### src/rtl/subtractor32_seq.sv
// subtractor32_seq: computes a - b (32 bit) one nibble per clock, with borrow and compare flags.
// Ports:
//   clk       - clock; all state changes on its rising edge
//   reset_n   - asynchronous active-low reset
//   in_valid  - an operand pair is offered on a/b
//   in_ready  - high only in IDLE and out of reset; operands are accepted on in_valid && in_ready
//   a, b      - minuend and subtrahend, sampled only at the input handshake
//   out_valid - diff and the flags are valid; held until an edge with out_ready high
//   out_ready - the consumer takes the result
//   diff      - a - b modulo 2^32
//   borrow    - 1 iff a < b unsigned
//   ltu       - unsigned less-than, same as borrow
//   lt        - signed (two's complement) a < b
//   zero      - diff == 0
module subtractor32_seq (
   input  logic        clk,
   input  logic        reset_n,
   input  logic        in_valid,
   output logic        in_ready,
   input  logic [31:0] a,
   input  logic [31:0] b,
   output logic        out_valid,
   input  logic        out_ready,
   output logic [31:0] diff,
   output logic        borrow,
   output logic        ltu,
   output logic        lt,
   output logic        zero
);
   localparam logic [1:0] IDLE = 2'd0;
   localparam logic [1:0] CALC = 2'd1;
   localparam logic [1:0] DONE = 2'd2;
   logic [1:0]  state;
   logic [2:0]  cnt;
   logic        carry;
   logic [31:0] a_sh;
   logic [31:0] nb_sh;
   logic [31:0] acc;
   logic        a_sign;
   logic        b_sign;
   logic [4:0]  sum;
   logic [31:0] diff_next;
   // a and ~b shift right one nibble per cycle, so the adder always sees nibble 0;
   // result nibbles enter acc from the top and land in place after eight shifts
   assign sum       = {1'b0, a_sh[3:0]} + {1'b0, nb_sh[3:0]} + {4'd0, carry};
   assign diff_next = {sum[3:0], acc[31:4]};
   assign in_ready  = reset_n && state == IDLE;
   always_ff @(posedge clk or negedge reset_n) begin
      if (!reset_n) begin
         state     <= IDLE;
         cnt       <= '0;
         carry     <= 1'b0;
         a_sh      <= '0;
         nb_sh     <= '0;
         acc       <= '0;
         a_sign    <= 1'b0;
         b_sign    <= 1'b0;
         out_valid <= 1'b0;
         diff      <= '0;
         borrow    <= 1'b0;
         ltu       <= 1'b0;
         lt        <= 1'b0;
         zero      <= 1'b0;
      end else begin
         case (state)
            IDLE: if (in_valid) begin
               a_sh   <= a;
               nb_sh  <= ~b;
               a_sign <= a[31];
               b_sign <= b[31];
               carry  <= 1'b1;
               cnt    <= '0;
               state  <= CALC;
            end
            CALC: begin
               a_sh  <= a_sh >> 4;
               nb_sh <= nb_sh >> 4;
               acc   <= diff_next;
               carry <= sum[4];
               cnt   <= cnt + 3'd1;
               if (cnt == 3'd7) begin
                  state     <= DONE;
                  out_valid <= 1'b1;
                  diff      <= diff_next;
                  borrow    <= ~sum[4];
                  ltu       <= ~sum[4];
                  // differing signs decide by a's sign alone; equal signs cannot overflow
                  lt        <= (a_sign != b_sign) ? a_sign : diff_next[31];
                  zero      <= diff_next == '0;
               end
            end
            DONE: if (out_ready) begin
               out_valid <= 1'b0;
               state     <= IDLE;
            end
            default: state <= IDLE;
         endcase
      end
   end
endmodule
### config.mk
export PLATFORM = sky130hd
export DESIGN_NAME = subtractor32_seq
export DESIGN_NICKNAME = d
export VERILOG_FILES = /design/src/rtl/subtractor32_seq.sv
export SDC_FILE = /design/constraint.sdc
export NUM_CORES = 1
export LEC_CHECK = 0
export CAP_MARGIN = 20
export CORE_UTILIZATION = 35
export CTS_BUF_LIST = sky130_fd_sc_hd__clkbuf_16
export DETAILED_ROUTE_END_ITERATION = 8
export PLACE_DENSITY_LB_ADDON = 0.2
export SLEW_MARGIN = 10
export SYNTH_ARGS = -nofsm -noshare
export SYNTH_HDL_FRONTEND = slang
export SYNTH_SLANG_ARGS = --single-unit
export TNS_END_PERCENT = 30
### constraint.sdc
create_clock -name clk -period 4 [get_ports clk]
set_input_delay 0.8 -clock clk [delete_from_list [all_inputs] [get_ports clk]]
set_output_delay 0.8 -clock clk [all_outputs]
set_load 0.01 [all_outputs]
; ---- Word level (Yosys, flattened, before mapping)
; Index checks and enable logic that the tools add are counted.
[classes]
eq_ne = 7
bitwise_logic = 2
reduce_logical = 10
addsub = 3
mux = 16
[op_table]
columns = cell, n
row1 = $pmux 32 s2, 2
row2 = $mux 32, 2
row3 = $logic_not 32->1, 1
row4 = $not 32->32, 1
row5 = $mux 2, 3
row6 = $ne 2x2->1 const B, 3
row7 = $pmux 2 s3, 1
row8 = $pmux 3 s2, 1
row9 = $reduce_and 2->1, 3
row10 = $reduce_and 3->1, 2
row11 = $add 4x4->5, 1
row12 = $add 5x1->5, 1
row13 = $mux 1, 4
row14 = $pmux 1 s2, 2
row15 = $reduce_bool 2->1, 2
row16 = $add 3x1->3 const B, 1
row17 = $eq 3x3->1 const B, 1
row18 = $mux 3, 1
row19 = $eq 2x1->1 const B, 1
row20 = $eq 2x2->1 const B, 1
row21 = $logic_not 2->1, 1
row22 = $logic_and 1x1->1, 1
row23 = $ne 1x1->1, 1
row24 = $not 1->1, 1
[word_totals]
reg_bits = 140
elab_cells = 51

; ---- Depth between registers and ports, before layout
; Gate-level depths: netlist of run 1.
[logic_depth]
ltp_word = 3
mapped_depth = 8
mapped_depth_nobuf = 6

; ---- Worst setup path after synthesis of run 1
; Ideal clock, no wire load.
[synth_path]
path_type = register to register
from = register carry
to = register zero
stages_incl_launch_ff = 7
t_required_ns = 3.936
period_less_slack_ns = 1.912
arrival_time_ns = 1.848
setup_time_ns = 0.064
setup_slack_ns = 2.088
path_buffers = 0
cell_sequence = dfrtp_1 > fa_1 > fa_1 > nor4_1 > nand4_1 > nor3_1 > a31o_2
[synth_between]
elab_chain_cells = 2
[synth_lines]
columns = item, line_no
row1 = "start, declared", 35  ; logic carry;
row2 = "start signal, assigned", 79  ; carry <= sum[4];
row3 = $add 5x1->5, 45  ; assign sum = {1'b0, a_sh[3:0]} + {1'b0, nb_sh[3:0]} + {4'd0, carry};
row4 = net sum[1], 41  ; logic [4:0] sum;
row5 = $logic_not 32->1, 89  ; zero <= diff_next == '0;
row6 = "end signal, assigned", 63  ; zero <= 1'b0;
row7 = "end signal, assigned", 89
row8 = "end, declared", 28  ; output logic zero
; The timed path passes the listed nets, and every way through them passes these cells.
; A chain may end at the register's enable or synchronous reset.

; ---- Worst setup path after layout of run 1
[layout_path]
from = input port reset_n
to = output port in_ready
[layout_between]
elab_chain_cells = 1
[layout_lines]
columns = item, line_no
row1 = "start, declared", 17  ; input logic reset_n,
row2 = $logic_and 1x1->1, 47  ; assign in_ready = reset_n && state == IDLE;
row3 = "end, declared", 19  ; output logic in_ready,
; Every way passes these cells.

==> results by stage, run 1 <==
Outcome:
- The run finished with clean final reports.

Global route:
- Entering global routing, the biggest net connects 102 pins.
- The total congestion overflow after global routing is 0.
- The initial antenna violation count is 0.
- The via count of the first global-routing pass is ~4700.
- The aggregate global-route resource usage is approximately 17%.
- The first global-routing pass estimated 22.4 mm of wire.

Synth:
- The number of cells produced by synthesis is 663.
- The most instantiated flip-flop cell in the synthesis netlist is sky130_fd_sc_hd__dfrtp_1.
- For this run, asynchronously set or reset flops after synthesis account for 100%.
- After synthesis, the mean cell area works out to just under 9 sq um.
- Counting distinct cell types in the post-synthesis netlist gives 32.
- The total number of yosys warnings is 0.
- The number of nets handed over by synthesis was about 740.
- The portion of the post-synthesis area used by sequential elements is roughly 58%.
- The synthesized design contains 0 enable-type register cells.
- The combined area of all synthesized cells is around 5800 sq um.
- The number of synthesized register bits is ~140.

Finish:
- From synthesis to final layout, the design area changed by 29.6%.
- After the last flow step, the layout net total stands at approximately 830.
- The repair_antennas step left the layout with diodes totalling 0.
- Of the cells placed in the final design, the portion with a size suffix greater than 1 is about 5.5%.
- Measured on the finished design, the core utilization comes to 47.0%.
- The number of fill cells is roughly 1500.

Die:
- The number of placed I/O pins is around 110.
- The starting density of the core is a little over a third.
- The placeable core region is around 16000 sq um.
- The height of the chip is about 130 um.
- The die covers 17200 sq um.
- The floorplan has 46 rows.
- The die extent in x is approximately 130 um.

Setup path:
- For the worst flop-to-flop path, the logic depth is 5.
- The startpoint of the worst register-to-register path is state[0].
- In this run the critical register-to-register path is captured at diff[26].
- The data arrival time of the critical path is between 1500 and 2000 ps.
- The critical path is of the in2out type.
- The critical-path maximum fanout is 22.
- At the worst endpoint, the required time is between 3000 and 4000 ps.
- In this run the worst setup path begins at reset_n.
- The type of element capturing the critical path is an output pin.
- Setup slack on the worst reg-to-reg path comes out at between 1000 and 1500 ps.
- STA classifies the critical path startpoint as a primary input.

Placement:
- The worst-case setup slack after placement is about 1200 ps.
- Summed over all nets, the half-perimeter wirelength after detailed placement is 8.80 mm.
- The congestion estimate from routability-driven global placement came to 0.800.
- In this run the tool buffered the top-level ports with about 110 buffer cells.

Timing:
- The maximum achievable frequency is roughly 380 MHz.
- Setup violations remaining at the end of the flow were counted as 0.
- The setup slack after layout is 1370 ps.
- At the pin with the least slew margin, the transition time is around 950 ps.
- Setup repair after global routing left no endpoint under its margin.
- The final period demand of the worst path is roughly 2600 ps.
- The final-report hold violation count is 0.
- The final sum of negative setup slack is 0 ps.
- The share of the cycle needed by the critical path after routing is 65.8%.
- For the final database, setup skew stands at 8.53 ps.
- The max-slew violation total from the final report is 0.
- The worst pin sits at a relative slew slack of 36.8%.

Route:
- The first routing iteration left between 200 and 250 violations.
- For this run, design rule violations remaining after detail routing come to 0.
- The antenna violation net count after detailed routing is 0.
- The total detailed-routing wirelength is approximately 13 mm.
- Using the TritonRoute via totals, the vias-per-cell ratio works out to about 4.8.
- The pre-antenna-repair detailed-routing pass consisted of 5 iterations.
- Dividing the detail-routed wire length by the instance count gives about 14 um.
- The count of vias placed by the detailed router is between 4000 and 5000.

Power and ir drop:
- The overall power after layout is a little over 6 mW.
- In this run the static leakage power is approximately 3.5 nW.
- The power per cell area is about 800 nW/um^2.
- The peak ir drop on the vdd network is around 0.43 mV.

Flow run:
- Across the run, the number of max-cap violations was 0.

CTS:
- The clock tree from TritonCTS is built.
- The TritonCTS buffer count is 17.
- The clock drives 136 sinks.
- The H-tree was split into 4 levels.
- The library cell used as clock root buffer is sky130_fd_sc_hd__clkbuf_16.
- The total of hold buffers inserted after clock tree synthesis is 0.
- The clock passes through at most 2 buffers.
- Clock latency on the worst-skew pair, taken at its later pin, is 420 ps.
- Clock-pin slew was measured on the worst setup and hold paths at around 50 ps.
- After clock tree synthesis, the setup repair step added 0 buffers.
- The number of gates resized after CTS was 0.

Hold path:
- The path category of the worst min-delay check is in2async.
critical path, cell delays in order:
cell	delay [ps]
sky130_fd_sc_hd__buf_6	210
sky130_fd_sc_hd__nor3b_1	220
sky130_fd_sc_hd__clkdlybuf4s50_1	580
Yosys cell counts, types with 2 or more instances:
library cell | instances | area, sq um
sky130_fd_sc_hd__nand3_1 | 10 | 50.1
sky130_fd_sc_hd__buf_1 | 2 | 7.51
sky130_fd_sc_hd__clkbuf_1 | 16 | 60.1
sky130_fd_sc_hd__o31ai_1 | 2 | 15.0
sky130_fd_sc_hd__ha_1 | 5 | 62.6
sky130_fd_sc_hd__a21o_1 | 2 | 15.0
sky130_fd_sc_hd__o21ai_0 | 13 | 65.1
sky130_fd_sc_hd__buf_6 | 5 | 56.3
sky130_fd_sc_hd__nor4_1 | 7 | 43.8
sky130_fd_sc_hd__nor2_1 | 115 | 432
sky130_fd_sc_hd__inv_1 | 2 | 7.51
sky130_fd_sc_hd__a31oi_1 | 29 | 181
sky130_fd_sc_hd__a21oi_1 | 6 | 30.0
sky130_fd_sc_hd__fa_1 | 2 | 40.0
sky130_fd_sc_hd__buf_4 | 3 | 22.5
sky130_fd_sc_hd__nor3_1 | 2 | 10.0
sky130_fd_sc_hd__buf_2 | 18 | 90.1
sky130_fd_sc_hd__dfrtp_1 | 136 | 3400
sky130_fd_sc_hd__a211oi_1 | 28 | 210
sky130_fd_sc_hd__nand2_1 | 248 | 931
worst max path at each step:
stage | to | slack (ps)
2_1_floorplan | zero | 2090
3_3_place_gp | nb_sh[12] | 1270
3_5_place_dp | nb_sh[18] | 1170
4_1_cts | in_ready | 1340
5_1_grt | diff[26] | 1120
6_report | in_ready | 1370
cells in the final DEF (no fill, tap or decap), drive strengths merged:
master         Yosys  routed
bufinv             0       2
a21o               2       2
mux2               1       1
xnor2              1       1
and3               1       1
nor2             115     115
nand3             10      10
ha                 5       5
o21ai             13      13
a31o               1       1
clkbuf            16      17
nor4               7       7
nand4              1       1
or3b               1       1
a211oi            28      28
nor3               2       2
o31ai              2       2
nand2            248     248
and2               2       2
nor3b              2       2
clkinv             0      11
a31oi             29      29
nor2b              1       1
dfrtp            136     136
a21oi              6       6
buf               28       9
or3                1       1
fa                 2       2
clkdlybuf4s50      0     104
inv                2       4
cells by family after synthesis:
family                     Yosys count  synth area share [%]
xor gates and xnor gates             1                 0.150
adders and majority gates            7                  1.76
buffers and inverters               46                  4.19
AOI/OAI and AO/OA                   81                  9.02
and+or+nand+nor                    391                  26.3
muxes                                1                 0.193
DFF                                136                  58.4
power breakdown:
group,internal [mW],switching (mW)
Combinational,0.960,1.28
Clock,0.894,0.557
Sequential,2.01,0.449
metal layers:
layer | track usage [%] | wire length (um) | up-vias
li1 | - | - | 2336
met1 | 21.7 | 6140 | 2246
met2 | 27.8 | 6580 | 99
met3 | 4.64 | 613 | 14
met4 | 6.22 | 130 | 0
met5 | 0 | 0 | -
through the flow:
step | area, sq um | instances | hold WS [ps]
finish | 7550 | 980 | 232
global route | 7550 | 980 | 232
CTS | 7530 | 979 | 222
detailed placement | 6990 | 947 | 465
global placement | 6990 | 947 | 460
floorplan | 5830 | 663 | 461
flip-flops by register name, summed over array words and instances, names as in the netlist:
register	flops
a_sh	32
diff	32
nb_sh	32
acc	28
cnt	3
state	2
a_sign	1
b_sign	1
carry	1
lt	1
ltu	1
out_valid	1
zero	1
cell type report:
cell class                      count  area (sq um)  area share (%)
Tap cell                          216           270            3.58
Clock buffer                       17           425            5.63
Multi-Input combinational cell    481          2200            29.2
Clock inverter                     15           119            1.57
Timing Repair Buffer              113          1120            14.9
Inverter                            2          7.51          0.0994
Sequential cell                   136          3400            45.0
Note: power is estimated with default switching activity, not from simulation.
==> inputs of run 2 (changes only) <==
Clock period 4 ns to 2.48 ns, I/O delays scaled along.
==> results by stage, run 2 (synthesis results as in run 1) <==
Finish:
- The share of post-route cells with drive strength above 1 is 6.00% (+0.50 points).
- The post-layout instance area was 7710 sq um (+2.1%).
- The number of antenna diodes is 0 (unchanged).
- The library cell used most frequently in the layout, excluding fill and tap cells, is sky130_fd_sc_hd__nand2_1.
- The largest registers in the layout are a_sh x32, diff x32, nb_sh x32.
- The number of fill cells is 1491 (-2.0%).
- The utilization of the core after routing is 48.0% (+1.0 points).
- The area growth from synthesis to layout is 32.4%.
- In the layout the commonest cells are sky130_fd_sc_hd__nand2_1, sky130_fd_sc_hd__dfrtp_1, sky130_fd_sc_hd__nor2_1.
- The multi-input logic area is 2200 sq um (unchanged).
- The final-stage net count came to 829 (+0.36%).
- The combined flip-flop and latch cell area is 3400 sq um (unchanged).

Die:
- The standard-cell row count is 46 (unchanged).
- The placeable core region is 16100 sq um (unchanged).
- The area enclosed by the die boundary is 17200 sq um (unchanged).
- The height of the chip was 131 um (unchanged).
- The number of placed I/O pins came to 106 (unchanged).
- The die extent in x is 131 um (unchanged).
- The starting density of the core came to 36.3% (unchanged).

Placement:
- The instance area after placement was 7060 sq um (+0.97%).
- The post-detailed-placement half-perimeter wirelength is 8.89 mm (+0.95%).
- The number of buffers inserted by port buffering is 105 (unchanged).
- The placer's final routability congestion estimate came to 0.788 (-1.5%).

Timing:
- The worst-margin pin slew is 709 ps (-239 ps).
- The worst clock skew was 5.12 ps (-3.41 ps).
- The final period demand of the worst path is 2360 ps.
- The final number of setup-violating endpoints came to 0 (unchanged).
- The normalized max-slew margin was 52.7% (+16 points).
- The max-slew violation total from the final report is 0 (unchanged).
- The final-report hold violation count is 0 (unchanged).
- Setup repair after global routing left no endpoint under its margin.
- In the finished design, the share of the clock period the worst path needs comes to between 90 and 100%.
- The maximum achievable frequency is around 420 MHz.
- The final sum of negative setup slack is 0 ps (unchanged).
- The tightest hold margin came to 230 ps (-1.89 ps).

CTS:
- TritonCTS built the clock tree.
- The TritonCTS buffer count is 17 (unchanged).
- The H-tree level count is 4 (unchanged).
- The total of hold buffers inserted after clock tree synthesis is 0 (unchanged).
- The post-CTS repair timing setup buffer count is 0 (unchanged).
- The library cell used as clock root buffer is sky130_fd_sc_hd__clkbuf_16.
- The clock-pin slew on the worst setup and hold paths came to 60 ps (about the same).
- The number of resized instances in the post-cts repair step is 0 (unchanged).
- The maximum buffer depth of the clock tree is 2 (unchanged).
- The TritonCTS sink count is 136 (unchanged).
- The source-to-sink clock delay at the later pin of the worst-skew pair was 420 ps (about the same).

Global route:
- The initial antenna violation count is 0 (unchanged).
- The via count of the first global-routing pass is 4708 (+0.88%).
- The maximum number of pins on one net before global-route repair is 137 (+34%).
- The global-route wire length before repair is 22.6 mm (+0.74%).
- The aggregate global-route resource usage is 17.2% (+0.11 points).
- The total congestion overflow after global routing is 0 (unchanged).

Setup path:
- The critical-path maximum fanout is 7 (-68%).
- The worst setup path is captured at an output pin.
- The critical path class is reg2out.
- The required time of the worst setup path is 1980 ps (-1220 ps).
- The data arrival time of the critical path is 1860 ps (+30 ps).
- The critical path startpoint category is a flop.

Route:
- The count of vias placed by the detailed router is 4728 (+0.70%).
- The initial DRC count came to 355 (+43%).
- The routed length per instance came to 13.6 um (-0.88%).
- The total detailed-routing wirelength came to 13.4 mm (-0.57%).
- The antenna violation net count after detailed routing is 0 (unchanged).
- The number of detailed-routing iterations run before antenna repair is 4 (-1).
- The number of remaining DRC errors is 0 (unchanged).
- The ratio of routed vias to standard cells was 4.81 (+0.40%).

Power and ir drop:
- The net switching power of the design is 3.71 mW (+62%).
- The switching portion of total power came to 35.6% (-1.6 points).
- The share of power burned in registers was 38.1% (-1.9 points).
- The power per cell area is 1350 nW/um^2 (+66%).
- The peak ir drop on the vdd network came to 0.729 mV (+68%).
- The design internal power is 6.71 mW (+73%).
- The part of the total power dissipated in the clock network is 26.9% (+3.3 points).
- The overall power after layout is 10.4 mW (+69%).
- The share of power burned in combinational logic is 35.1% (-1.3 points).
- The total leakage power was 3.56 nW (+1.4%).

Flow run:
- The max-cap check violation count is 0 (unchanged).

Outcome:
- The flow ran to the end, and the final reports show no timing, DRC or antenna violations.

Hold path:
- The tightest min-delay check is of the in2async type.
## run 2: changes by cell type in the layout (fill, tap and decap cells not counted), sizes merged
cell	delta
buf	+3
bufinv	+4
clkinv	-5
clkinvlp	+3
inv	-2
## run 2: final timing paths
kind / startpoint / end / slack, ps / cells after the start
max reg2reg: carry / zero / 330 / 6
min: reset_n / acc[5] / 230 / 2
min reg2reg: diff[9] / diff[9] / 470 / 2
max: state[0] / in_ready / 120 / 2
max in group asynchronous: reset_n / acc[27] / 1760 / 2
min in group clk: diff[9] / diff[9] / 470 / 2
## run 2: routing by layer
layer	part of all wire (%)	global-route usage, %	routed length, um
met5	0	0	0
met4	1.8	6.96	242
met2	48	28.3	6460
met1	46	21.8	6100
met3	4.4	3.91	591
## run 2: critical path, cell delays in order, from the launching register on
cell	delay [ps]
sky130_fd_sc_hd__dfrtp_1	490
sky130_fd_sc_hd__nor3b_1	350
sky130_fd_sc_hd__clkdlybuf4s50_1	610
## run 2: power groups by stage
stage / combinational (mW) / sequential, mW / clock, mW
floorplan: 2.44 / 3.88 / 0
global placement: 3.60 / 3.97 / 0
detailed placement: 3.70 / 4.00 / 0
CTS: 3.71 / 3.98 / 2.85
global route: 4.24 / 4.10 / 2.95
finish: 3.65 / 3.97 / 2.80
## run 2: cell type report
class / count / share of cell area [%]
clock buffer: 17 / 5.51
clock inverter: 15 / 3.00
inverter: 2 / 0.0973
multi-input combinational: 481 / 28.6
sequential: 136 / 44.1
tap: 216 / 3.50
timing repair buffer: 116 / 15.2
## run 2: metrics by stage
| step | worst slack (ps) | std cells |
|---|---|---|
| after floorplan | 568 | 663 |
| after global placement | 425 | 951 |
| after detailed placement | 358 | 951 |
| after CTS | 101 | 983 |
| after global routing | 7.86 | 983 |
| final | 120 | 983 |
==> inputs of run 3 (changes only) <==
Settings changed: PLACE_DENSITY_LB_ADDON 0.2 to unset, SLEW_MARGIN 10 to 30.
==> results by stage, run 3 (synthesis results as in run 1) <==
CTS:
- The tree is rooted in a sky130_fd_sc_hd__clkbuf_16.
- The post-CTS repair timing setup buffer count came to 0 (unchanged).
- The TritonCTS sink count is 136 (unchanged).
- The source-to-sink clock delay at the later pin of the worst-skew pair is 420 ps (about the same).
- The maximum buffer depth of the clock tree is 2 (unchanged).
- The total of hold buffers inserted after clock tree synthesis is 0 (unchanged).
- The clock tree from TritonCTS is built.
- The H-tree level count is 4 (unchanged).
- The clock-pin slew on the worst setup and hold paths was 50 ps (about the same).
- The number of resized instances in the post-cts repair step is 0 (unchanged).
- The TritonCTS buffer count is 17 (unchanged).

Route:
- The ratio of routed vias to standard cells is 4.81 (about the same).
- The count of vias placed by the detailed router is 4727 (-0.021%).
- The number of remaining DRC errors is 0 (unchanged).
- The total detailed-routing wirelength is 13.3 mm (-0.96%).
- The routed length per instance was 13.5 um (-0.85%).
- The initial DRC count is 265 (-25%).
- The number of detailed-routing iterations run before antenna repair is 4 (unchanged).
- The antenna violation net count after detailed routing is 0 (unchanged).

Setup path:
- STA classifies the critical path endpoint as an output pin.
- The largest stage delay on the critical path is 610 ps (about the same).
- The required time of the worst setup path is 1980 ps (about the same).
- The worst setup path is launched from a flop.
- The number of buffer and inverter instances along the worst setup path is 1 (unchanged).
- The kind of cell with the highest combined delay along the critical path is buffers and inverters.
- The critical path class is reg2out.
- The cell at the slowest stage of the critical path is sky130_fd_sc_hd__clkdlybuf4s50_1.
- Traced cell by cell, the critical path runs through nor3b_1 > clkdlybuf4s50_1.
- The critical-path maximum fanout is 7 (unchanged).
- The data arrival time of the critical path came to 1800 ps (-60 ps).

Timing:
- The normalized max-slew margin is 46.6% (-6.1 points).
- The final period demand of the worst path is 2290 ps (-65.4 ps).
- The share of the cycle needed by the critical path after routing came to 92.5% (-2.6 points).
- The max-slew violation total from the final report is 0 (unchanged).
- The maximum achievable frequency came to 436 MHz (+2.9%).
- The final-report hold violation count is 0 (unchanged).
- The final sum of negative setup slack is 0 ps (unchanged).
- The worst clock skew was 8.86 ps (+3.74 ps).
- The final number of setup-violating endpoints is 0 (unchanged).
- Setup repair after global routing left no endpoint under its margin.
- The worst-margin pin slew is 801 ps (+91.9 ps).

Global route:
- The global-route wire length before repair is 22.0 mm (-2.5%).
- The aggregate global-route resource usage was 16.7% (-0.43 points).
- The total congestion overflow after global routing is 0 (unchanged).
- The via count of the first global-routing pass is 4557 (-3.2%).
- The initial antenna violation count is 0 (unchanged).
- The maximum number of pins on one net before global-route repair is 137 (unchanged).

Finish:
- From synthesis to final layout, the design area changed by 30.1%.
- The largest registers in the layout are a_sh x32, diff x32, nb_sh x32.
- The library cell used most frequently in the layout, excluding fill and tap cells, is sky130_fd_sc_hd__nand2_1.
- The number of fill cells came to 1488 (-0.20%).
- The share of post-route cells with drive strength above 1 came to 5.35% (-0.64 points).
- The final-stage net count is 828 (-0.12%).
- In the layout the commonest cells are sky130_fd_sc_hd__nand2_1, sky130_fd_sc_hd__dfrtp_1, sky130_fd_sc_hd__nor2_1.
- The utilization of the core after routing is 47.2% (-0.81 points).
- The number of antenna diodes is 0 (unchanged).

Hold path:
- The min-delay analysis places its worst path in the category in2async.

Power and ir drop:
- The total leakage power came to 3.52 nW (-1.1%).
- The overall power after layout is 9.92 mW (-4.8%).
- The power per cell area is 1310 nW/um^2 (-3.1%).
- The peak ir drop on the vdd network is 0.723 mV (-0.78%).

Placement:
- The number of buffers inserted by port buffering came to 105 (unchanged).
- The placer's final routability congestion estimate is 0.777 (-1.4%).
- The post-detailed-placement half-perimeter wirelength is 8.91 mm (+0.29%).

Die:
- The starting density of the core is 36.3% (unchanged).
- The height of the chip was 131 um (unchanged).
- The number of placed I/O pins is 106 (unchanged).
- The standard-cell row count was 46 (unchanged).
- The placeable core region is 16100 sq um (unchanged).
- The area enclosed by the die boundary was 17200 sq um (unchanged).
- The die extent in x is 131 um (unchanged).

Outcome:
- The flow ran to the end, and the final reports show no timing, DRC or antenna violations.

Flow run:
- The max-cap check violation count is 0 (unchanged).
-- run 3: power by group --
part / switching (mW) / internal (mW) / total, mW
logic: 2.05 / 1.58 / 3.63
clock network: 0.898 / 1.44 / 2.34
registers: 0.712 / 3.25 / 3.96
total: 3.66 / 6.27 / 9.92
-- run 3: cell type report --
class,instances,area [sq um],share of cell area (%)
Tap cell,216,270,3.56
Multi-Input combinational cell,481,2200,29.1
Clock buffer,17,425,5.61
Inverter,2,7.51,0.0990
Timing Repair Buffer,115,1150,15.2
Sequential cell,136,3400,44.9
Clock inverter,15,121,1.60
-- run 3: path summary, 6_finish.rpt --
| kind | start | endpoint | slack (ps) | depth (start not counted) |
|---|---|---|---|---|
| worst max-delay path | state[0] | in_ready | 190 | 2 |
| worst min-delay path | reset_n | diff[4] | 140 | 2 |
| worst max register to register | carry | zero | 260 | 6 |
| worst min register to register | diff[11] | diff[11] | 470 | 2 |
| max in group asynchronous | reset_n | a_sh[20] | 1680 | 2 |
| min in group clk | diff[11] | diff[11] | 470 | 2 |
-- run 3: routing by layer --
metal / track usage (%) / part of all wire (%)
met3: 5.74 / 5.4
met2: 26.8 / 48
met4: 5.00 / 1.3
met5: 0 / 0
met1: 21.4 / 46
-- run 3: stage by stage --
| step | instance area, sq um | hold slack (ps) | instances | setup WS (ps) |
|---|---|---|---|---|
| after floorplan | 5830 | 200 | 663 | 568 |
| after global placement | 7040 | 459 | 950 | 238 |
| after detailed placement | 7040 | 462 | 950 | 237 |
| after CTS | 7580 | 255 | 982 | 166 |
| after global routing | 7580 | 290 | 982 | 3.94 |
| final | 7580 | 144 | 982 | 185 |
